$ cat src/rtl/fifo_flags_pkg.sv
// Shared constants for the per-lane TLP FIFOs feeding the flow-control FSM.
package fifo_flags_pkg;

  localparam int unsigned DATA_WIDTH_DEF = 10;
  localparam int unsigned ADDR_WIDTH_DEF = 3;

  // One FIFO per TLP lane in front of the flow-control FSM.
  localparam int unsigned NUM_LANES = 4;

  // Power-on thresholds the config logic starts from.
  localparam int unsigned THR_HIGH_DEF = 6;
  localparam int unsigned THR_LOW_DEF  = 1;

endpackage

$ cat src/rtl/fifo_flags_mem_dp.sv
// Simple dual-port register array: synchronous write, registered synchronous read.
module fifo_flags_mem_dp
  import fifo_flags_pkg::*;
#(
  parameter int unsigned DATA_WIDTH = DATA_WIDTH_DEF,
  parameter int unsigned ADDR_WIDTH = ADDR_WIDTH_DEF
) (
  input  logic                  i_clk,
  input  logic                  i_rst_n,
  input  logic                  i_we,
  input  logic [ADDR_WIDTH-1:0] i_waddr,
  input  logic [DATA_WIDTH-1:0] i_wdata,
  input  logic                  i_re,
  input  logic [ADDR_WIDTH-1:0] i_raddr,
  output logic [DATA_WIDTH-1:0] o_rdata
);

  localparam int unsigned DEPTH = 2 ** ADDR_WIDTH;

  logic [DATA_WIDTH-1:0] r_mem [DEPTH];
  logic [DATA_WIDTH-1:0] r_rdata;

  // Array write; contents deliberately not reset.
  always_ff @(posedge i_clk) begin
    if (i_we) begin
      r_mem[i_waddr] <= i_wdata;
    end
  end

  // Read register; holds its last value when no read is issued.
  // Same-address read/write returns the old word, which is what a full FIFO needs.
  always_ff @(posedge i_clk or negedge i_rst_n) begin
    if (!i_rst_n) begin
      r_rdata <= '0;
    end else if (i_re) begin
      r_rdata <= r_mem[i_raddr];
    end
  end

  assign o_rdata = r_rdata;

endmodule

$ cat src/rtl/fifo_flags.sv
// Single-clock lane FIFO with occupancy flags and dropped-request pulses.
module fifo_flags
  import fifo_flags_pkg::*;
#(
  parameter int unsigned DATA_WIDTH = DATA_WIDTH_DEF,
  parameter int unsigned ADDR_WIDTH = ADDR_WIDTH_DEF
) (
  input  logic                  i_clk,
  input  logic                  i_rst_n,
  input  logic                  i_wr_en,
  input  logic [DATA_WIDTH-1:0] i_data_in,
  input  logic                  i_rd_en,
  input  logic [ADDR_WIDTH:0]   i_thr_high,
  input  logic [ADDR_WIDTH:0]   i_thr_low,
  output logic [DATA_WIDTH-1:0] o_data_out,
  output logic                  o_valid_out,
  output logic [ADDR_WIDTH:0]   o_count,
  output logic                  o_empty,
  output logic                  o_full,
  output logic                  o_almost_full,
  output logic                  o_almost_empty,
  output logic                  o_overflow,
  output logic                  o_underflow
);

  localparam int unsigned         DEPTH   = 2 ** ADDR_WIDTH;
  localparam logic [ADDR_WIDTH:0] DEPTH_C = (ADDR_WIDTH + 1)'(DEPTH);

  logic [ADDR_WIDTH-1:0] r_wr_ptr, r_rd_ptr;
  logic [ADDR_WIDTH:0]   r_count, w_count_d;
  logic                  r_valid, r_overflow, r_underflow;
  logic                  w_wr_acc, w_rd_acc;
  logic                  w_empty, w_full;

  assign w_empty  = (r_count == '0);
  assign w_full   = (r_count == DEPTH_C);
  // No write-to-read bypass: an empty FIFO never accepts a read.
  assign w_rd_acc = i_rd_en & ~w_empty;
  // A full FIFO takes a write only when a read frees a slot on the same edge.
  assign w_wr_acc = i_wr_en & (~w_full | w_rd_acc);

  // Occupancy next-state: simultaneous accepted read and write cancel out.
  always_comb begin
    w_count_d = r_count;
    unique case ({w_wr_acc, w_rd_acc})
      2'b10:   w_count_d = r_count + 1'b1;
      2'b01:   w_count_d = r_count - 1'b1;
      default: w_count_d = r_count;
    endcase
  end

  // Pointers, count, read-valid and one-cycle error pulses.
  always_ff @(posedge i_clk or negedge i_rst_n) begin
    if (!i_rst_n) begin
      r_wr_ptr    <= '0;
      r_rd_ptr    <= '0;
      r_count     <= '0;
      r_valid     <= 1'b0;
      r_overflow  <= 1'b0;
      r_underflow <= 1'b0;
    end else begin
      if (w_wr_acc) r_wr_ptr <= r_wr_ptr + 1'b1;
      if (w_rd_acc) r_rd_ptr <= r_rd_ptr + 1'b1;
      r_count     <= w_count_d;
      r_valid     <= w_rd_acc;
      r_overflow  <= i_wr_en & ~w_wr_acc;
      r_underflow <= i_rd_en & w_empty;
    end
  end

  fifo_flags_mem_dp #(
    .DATA_WIDTH (DATA_WIDTH),
    .ADDR_WIDTH (ADDR_WIDTH)
  ) u_mem (
    .i_clk   (i_clk),
    .i_rst_n (i_rst_n),
    .i_we    (w_wr_acc),
    .i_waddr (r_wr_ptr),
    .i_wdata (i_data_in),
    .i_re    (w_rd_acc),
    .i_raddr (r_rd_ptr),
    .o_rdata (o_data_out)
  );

  // Flags are combinational from the count so they track it with no extra latency;
  // out-of-range thresholds fall out of the plain comparisons.
  always_comb begin
    o_empty        = w_empty;
    o_full         = w_full;
    o_almost_full  = (r_count >= i_thr_high);
    o_almost_empty = (r_count <= i_thr_low);
  end

  assign o_count     = r_count;
  assign o_valid_out = r_valid;
  assign o_overflow  = r_overflow;
  assign o_underflow = r_underflow;

endmodule

$ cat config.mk
export PLATFORM = sky130hd
export DESIGN_NAME = fifo_flags
export DESIGN_NICKNAME = d
export VERILOG_FILES = /design/src/rtl/fifo_flags_pkg.sv /design/src/rtl/fifo_flags_mem_dp.sv /design/src/rtl/fifo_flags.sv
export SDC_FILE = /design/constraint.sdc
export NUM_CORES = 1
export LEC_CHECK = 0
export BUFFER_PORTS_ARGS = -buffer_cell sky130_fd_sc_hd__buf_2
export CAP_MARGIN = 20
export CORE_ASPECT_RATIO = 0.9
export CORE_MARGIN = 4
export CORE_UTILIZATION = 30
export CTS_CLUSTER_DIAMETER = 30
export DETAILED_ROUTE_END_ITERATION = 8
export GPL_TIMING_DRIVEN = 0
export MAX_ROUTING_LAYER = met4
export SLEW_MARGIN = 20
export SYNTH_ARGS = -nofsm -noshare
export SYNTH_HDL_FRONTEND = slang
export SYNTH_SLANG_ARGS = --single-unit
export TNS_END_PERCENT = 5
$ cat constraint.sdc
create_clock -name i_clk -period 2.5 [get_ports i_clk]
set_input_delay 0.125 -clock i_clk [delete_from_list [all_inputs] [get_ports i_clk]]
set_output_delay 0.125 -clock i_clk [all_outputs]
set_load 0.01 [all_outputs]
==> results of run 1 <==
-- worst max-delay path, stage by stage, from the launching register on --
cell	delay (ns)
sky130_fd_sc_hd__dfrtp_1	0.39
sky130_fd_sc_hd__or3_4	0.44
sky130_fd_sc_hd__o21ai_4	0.19
sky130_fd_sc_hd__inv_4	0.07
sky130_fd_sc_hd__nand2b_4	0.08
sky130_fd_sc_hd__inv_2	0.05
sky130_fd_sc_hd__ha_4	0.21
sky130_fd_sc_hd__or2_2	0.30
sky130_fd_sc_hd__and2_4	0.17
sky130_fd_sc_hd__a221o_1	0.34
sky130_fd_sc_hd__o221ai_1	0.07
-- synth_stat cells (3+ instances only) --
cell type	instances
sky130_fd_sc_hd__ha_1	12
sky130_fd_sc_hd__a221o_1	11
sky130_fd_sc_hd__nor2b_1	3
sky130_fd_sc_hd__dfrtp_1	23
sky130_fd_sc_hd__buf_2	4
sky130_fd_sc_hd__inv_1	11
sky130_fd_sc_hd__nor2_1	9
sky130_fd_sc_hd__buf_6	3
sky130_fd_sc_hd__nand2b_1	5
sky130_fd_sc_hd__mux2i_1	21
sky130_fd_sc_hd__edfxtp_1	80
sky130_fd_sc_hd__xnor2_1	5
sky130_fd_sc_hd__o21ai_0	11
sky130_fd_sc_hd__a21o_1	3
sky130_fd_sc_hd__nand2_1	19
sky130_fd_sc_hd__mux2_2	20
sky130_fd_sc_hd__nor3_1	3
sky130_fd_sc_hd__o22ai_1	10
-- flip-flops by register name, indices dropped and copies added, names as in the netlist --
name	count
u_mem.r_mem	80
o_count	4
o_overflow	1
r_rd_ptr	3
u_mem.o_rdata	10
o_underflow	1
r_wr_ptr	3
o_valid_out	1
-- cell type report --
cell class / count / area [um^2]
Multi-Input combinational cell: 154 / 1313
Sequential cell: 103 / 2980
Tap cell: 193 / 241.5
Inverter: 11 / 43.79
Fill cell: 1326 / 8859
Buffer: 10 / 65.06
Clock inverter: 4 / 46.29
Clock buffer: 12 / 246.5
Timing Repair Buffer: 54 / 312.8
-- placed cells by master (no fill, tap or decap), drive strengths merged, types with 12 or more instances in the layout --
master and count:
buf 63, nand2 19, clkbuf 12, o21ai 12, edfxtp 80, mux2 22, ha 12, dfrtp 23
mux2i 21
-- metal layers --
metal | GRT usage | up-vias | wire length (um)
met2 | 0.1900 | 32 | 4458
li1 | - | 1185 | -
met4 | 0.03212 | 0 | 107
met5 | - | - | 0
met3 | 0.03156 | 11 | 324
met1 | 0.1375 | 1202 | 3819
-- metrics by stage --
step | setup TNS [ns] | worst slack [ns] | std cells | hold slack, ns | cell area [um^2]
after floorplan | 0 | 0.02950 | 279 | -0.1706 | 4393
after global placement | -7.385 | -0.4432 | 513 | 0.1608 | 4840
after detailed placement | -0.1149 | -0.1149 | 515 | 0.1666 | 4872
after CTS | 0 | 0.02416 | 536 | 0.04770 | 5207
after global routing | -0.05140 | -0.009263 | 541 | 0.05476 | 5249
final | 0 | 0.09956 | 541 | 0.05217 | 5249
-- worst paths after layout --
kind | start | to | slack (ns) | cells past startpoint
hold reg to reg | u_mem.o_rdata[6]$_DFFE_PN0P_ | u_mem.o_rdata[6]$_DFFE_PN0P_ | 0.48 | 2
setup / recovery | o_count[0]$_DFFE_PN0P_ | o_count[3]$_DFFE_PN0P_ | 0.1 | 10
min in group asynchronous | i_rst_n | o_count[1]$_DFFE_PN0P_ | 0.33 | 2
hold / removal | i_data_in[8] | u_mem.r_mem[0][8]$_DFFE_PP_ | 0.05 | 1
max in group asynchronous | i_rst_n | o_count[2]$_DFFE_PN0P_ | 1.76 | 2
setup reg to reg | o_count[0]$_DFFE_PN0P_ | o_count[3]$_DFFE_PN0P_ | 0.1 | 10
-- power by group --
group          total, mW  internal [mW]  switching [mW]
clock               1.36          0.798           0.559
sequential          2.43           2.23           0.193
combinational       2.17           1.01            1.16
-- repair_timing --
action	in CTS	in global routing
resized for setup	1	2
hold endpoints to repair	23	0
pin swaps	1	2
setup endpoints to repair	1	14
hold buffers	1	0
buffers inserted	4	5
-- logic make-up after synthesis --
group / Yosys count / synth area share
muxes: 43 / 0.1059
buffers and inverters: 22 / 0.02697
and+or+nand+nor: 46 / 0.04936
xor gates and xnor gates: 7 / 0.01406
AOI/OAI and AO/OA: 45 / 0.08178
adders and majority gates: 13 / 0.03902
DFF: 103 / 0.6829
==> results.sh, run 1 <==
export IMPL_path_clk_slew_ns=0.06
export IMPL_dp_hpwl_um=5812
export IMPL_clock_sink_count=103
export IMPL_areaGrowthSynthToFinish_pct=20.37
export IMPL_timing_final_crit_period_ns=2.400
export IMPL_hold_viol_final=0
export IMPL_synth_warning_count=0
export IMPL_netlist_area_leader_share=0.5509
export IMPL_longest_clk_path_bufs=2
export IMPL_synth_seq_cells=103
export IMPL_detailroute_via_count=2430
export IMPL_syn_inst=279
export IMPL_fp_dieArea_um2=16530
export IMPL_grt_max_degree=24
export IMPL_cp_required_ns=2.75
export IMPL_average_cell_area_after_synthesis_um2=15.63
export IMPL_tightestPinTransition_ns=1.079
export IMPL_synth_distinct_cells=39
export IMPL_placement_io_buffers=41
export IMPL_remaining_drc_errors=0
export IMPL_synthesis_area_um2=4360
export IMPL_skew_ns=0.004764
export IMPL_tritoncts_buffers=9
export IMPL_max_cap_violations=0
export IMPL_timing_setup_critical_path_class="flip-flop to flip-flop"
export IMPL_power_static_leakage_nw=2.039
export IMPL_ant_nets=0
export IMPL_p_total_mw=5.953
export IMPL_power_per_standard_cell_area_nw_per_um2=1134
export IMPL_detail_route_vias_per_cell=4.492
export IMPL_final_net_count=378
export IMPL_worst_setup_path_start_kind="flip-flop"
export IMPL_initial_core_utilization=0.3091
export IMPL_routabilityCongestion=0.7248
export IMPL_crit_path_end_kind="flip-flop"
export IMPL_die_y_extent_um=122.4
export IMPL_number_of_antenna_violations_at_the_first_check_in_global_routing=0
export IMPL_synth_nets=314
export IMPL_final_core_utilization=0.3721
export IMPL_overflow=0
export IMPL_synthDominantAreaCellType="sky130_fd_sc_hd__edfxtp_1"
export IMPL_grt_first_pass_wirelength_um=13580
export IMPL_async_flop_share=0.2233
export IMPL_detail_route_wl_per_cell_um=16.10
export IMPL_setup_violations_final=0
export IMPL_timing_hold_worst_class="input pin to flip-flop"
export IMPL_clk_root_buf="sky130_fd_sc_hd__clkbuf_16"
export IMPL_power_ir_vdd_worst_v=0.0004906
export IMPL_cts_htree_levels=3
export IMPL_num_io_pins=43
export IMPL_synth_edff_count=80
export IMPL_dominantRegCellSynth="sky130_fd_sc_hd__edfxtp_1"
export IMPL_die_width_um=135.1
export IMPL_worst_skew_pair_late_latency_ns=0.34
export IMPL_rsz0062_at_grt="yes"
export IMPL_period_share=0.9602
export IMPL_drive_above_1_share=0.3190
export IMPL_maxSlewHeadroom=0.2779
export IMPL_placementRows=41
export IMPL_diodes=0
export IMPL_detail_route_first_pass_iterations=4
export IMPL_crit_fanout=5
export IMPL_standard_cell_core_area_um2=14110
export IMPL_yosysSeqAreaShare=0.6829
export IMPL_fmaxAchievable_mhz=416.6
export IMPL_clock_tree_from_tritoncts="done"
export IMPL_first_global_vias=2472
export IMPL_detail_route_wirelength_um=8710
export IMPL_tot_gr_track_use=0.1142
export IMPL_detail_route_iter0_violations=132
export IMPL_status="complete, no violations"
export IMPL_synth_area_top_cells="sky130_fd_sc_hd__edfxtp_1 55%, sky130_fd_sc_hd__dfrtp_1 13%, sky130_fd_sc_hd__mux2_2 5.2%"
export IMPL_arrival_ns=2.65
export IMPL_finalMaxSlewViolations=0
Note: power is estimated with default switching activity, not from simulation.
==> inputs of run 2 (changes only) <==
--- a/config.mk
+++ b/config.mk
@@ -12,7 +12,6 @@
 export CORE_UTILIZATION = 30
 export CTS_CLUSTER_DIAMETER = 30
 export DETAILED_ROUTE_END_ITERATION = 8
-export GPL_TIMING_DRIVEN = 0
 export MAX_ROUTING_LAYER = met4
 export SLEW_MARGIN = 20
 export SYNTH_ARGS = -nofsm -noshare
==> results.sh, run 2 (same netlist as run 1, synthesis figures left out) <==
export IMPL_detail_route_vias_per_cell=4.515
export IMPL_p_total_mw=5.737
export IMPL_finalMaxSlewViolations=0
export IMPL_first_global_vias=2511
export IMPL_seq_area_um2=2982
export IMPL_placementRows=41
export IMPL_tightestPinTransition_ns=1.012
export IMPL_crit_path_end_kind="flip-flop"
export IMPL_final_design_area_no_fill_um2=5161
export IMPL_drive_above_1_share=0.3079
export IMPL_ant_nets=0
export IMPL_reg2reg_to="o_count[3]$_DFFE_PN0P_"
export IMPL_num_io_pins=43
export IMPL_placedCellCount=517
export IMPL_longest_clk_path_bufs=2
export IMPL_fp_dieArea_um2=16530
export IMPL_r2r_start="o_count[0]$_DFFE_PN0P_"
export IMPL_areaGrowthSynthToFinish_pct=18.36
export IMPL_overflow=0
export IMPL_grt_max_degree=29
export IMPL_timing_hold_worst_class="input pin to flip-flop"
export IMPL_total_neg_setup_slack_ns=0
export IMPL_filler_cell_count=1348
export IMPL_setup_bufs_post_cts=0
export IMPL_worst_skew_pair_late_latency_ns=0.34
export IMPL_stdcell_count=534
export IMPL_skew_ns=0.008468
export IMPL_die_y_extent_um=122.4
export IMPL_holdPathEnd="u_mem.r_mem[1][4]$_DFFE_PP_"
export IMPL_clock_sink_count=103
export IMPL_multi_input_area_um2=1303
export IMPL_grt_first_pass_wirelength_um=13300
export IMPL_power_ir_vdd_worst_v=0.0004095
export IMPL_detail_route_iter0_violations=119
export IMPL_cts_htree_levels=3
export IMPL_arrival_ns=2.61
export IMPL_clk_root_buf="sky130_fd_sc_hd__clkbuf_16"
export IMPL_crit_fanout=4
export IMPL_detail_route_first_pass_iterations=4
export IMPL_power_static_leakage_nw=1.992
export IMPL_standard_cell_core_area_um2=14110
export IMPL_holdCritStartpoint="i_data_in[4]"
export IMPL_clock_tree_from_tritoncts="done"
export IMPL_tritoncts_buffers=9
export IMPL_remaining_drc_errors=0
export IMPL_detail_route_wirelength_um=8246
export IMPL_max_cap_violations=0
export IMPL_die_width_um=135.1
export IMPL_worst_hold_path_num_cells=1
export IMPL_setup_reg_to_reg_worst_slack_ns=0.14
export IMPL_maxSlewHeadroom=0.3225
export IMPL_routabilityCongestion=0.7319
export IMPL_path_clk_slew_ns=0.07
export IMPL_timing_final_crit_period_ns=2.360
export IMPL_tot_gr_track_use=0.1089
export IMPL_setup_violations_final=0
export IMPL_number_of_antenna_violations_at_the_first_check_in_global_routing=0
export IMPL_diodes=0
export IMPL_rsz0062_at_grt="no"
export IMPL_cp_required_ns=2.75
export IMPL_timing_setup_critical_path_class="flip-flop to flip-flop"
export IMPL_detailroute_via_count=2411
export IMPL_power_per_standard_cell_area_nw_per_um2=1112
export IMPL_fmaxAchievable_mhz=423.6
export IMPL_placedInstanceArea_um2=4875
export IMPL_initial_core_utilization=0.3091
export IMPL_final_net_count=371
export IMPL_dp_hpwl_um=5646
export IMPL_hold_viol_final=0
export IMPL_leading_cell_types_in_the_layout_fill_and_taps_excluded="80 x sky130_fd_sc_hd__edfxtp_1, 42 x sky130_fd_sc_hd__buf_2, 21 x sky130_fd_sc_hd__mux2i_1"
export IMPL_whs_ns=0.05693
export IMPL_status="complete, no violations"
export IMPL_worst_setup_path_start_kind="flip-flop"
export IMPL_mostFrequentLayoutCell="sky130_fd_sc_hd__edfxtp_1"
export IMPL_placement_io_buffers=42
export IMPL_regMostFlops="u_mem.r_mem"
export IMPL_max_reg_flops=80
export IMPL_detail_route_wl_per_cell_um=15.44
export IMPL_ff2ff_path_depth=10
export IMPL_period_share=0.9442
-- run 2: how the worst max path moves through the flow --
stage / start / endpoint / cells past startpoint
detailed placement: o_count[0]$_DFFE_PN0P_ / o_count[3]$_DFFE_PN0P_ / 10
CTS: o_count[0]$_DFFE_PN0P_ / o_count[3]$_DFFE_PN0P_ / 10
global placement: o_count[0]$_DFFE_PN0P_ / o_count[3]$_DFFE_PN0P_ / 10
global route: o_count[0]$_DFFE_PN0P_ / o_count[3]$_DFFE_PN0P_ / 10
floorplan: o_count[2]$_DFFE_PN0P_ / o_count[3]$_DFFE_PN0P_ / 11
finish: o_count[0]$_DFFE_PN0P_ / o_count[3]$_DFFE_PN0P_ / 10
-- run 2: area by class of cell --
class                   instances  share of cell area
clock inverters                 4            0.006303
repair buffers                 57             0.06303
clock buffers                  12             0.04582
inverters                      11            0.008000
flip-flops and latches        103              0.5777
well taps                     193             0.04679
multi-input cells             154              0.2524
-- run 2: worst max-delay path, stage by stage, from the launching register on --
cell	delay [ns]
sky130_fd_sc_hd__dfrtp_1	0.38
sky130_fd_sc_hd__or3_4	0.43
sky130_fd_sc_hd__o21ai_4	0.17
sky130_fd_sc_hd__inv_2	0.08
sky130_fd_sc_hd__nand2b_4	0.08
sky130_fd_sc_hd__inv_2	0.05
sky130_fd_sc_hd__ha_1	0.26
sky130_fd_sc_hd__a211o_1	0.27
sky130_fd_sc_hd__and2_4	0.15
sky130_fd_sc_hd__a221o_1	0.34
sky130_fd_sc_hd__o221ai_1	0.07
-- run 2: stage by stage --
stage	worst slack, ns	utilization
after floorplan	0.02950	-
after CTS	0.04964	0.3653
after global placement	0.1159	0.3455
final	0.1395	0.3659
after global routing	0.04183	0.3659
after detailed placement	0.06903	0.3455
-- run 2: routing by layer --
layer	up-vias	wire length, um	track usage
met3	11	280	0.03115
li1	1172	-	-
met5	-	0	-
met2	33	4133	0.1797
met4	0	106	0.03275
met1	1195	3727	0.1308
-- run 2: power breakdown --
group          internal [mW]  leakage, nW  switching, mW
clock                  0.679        0.123          0.578
combinational          0.970        0.869           1.03
sequential              2.23         1.00          0.244
-- run 2: timing repair --
action,CTS,global route
endpoints found under the setup margin,0,1
gates resized for setup,0,1
hold buffers,1,0
hold endpoints to repair,23,0
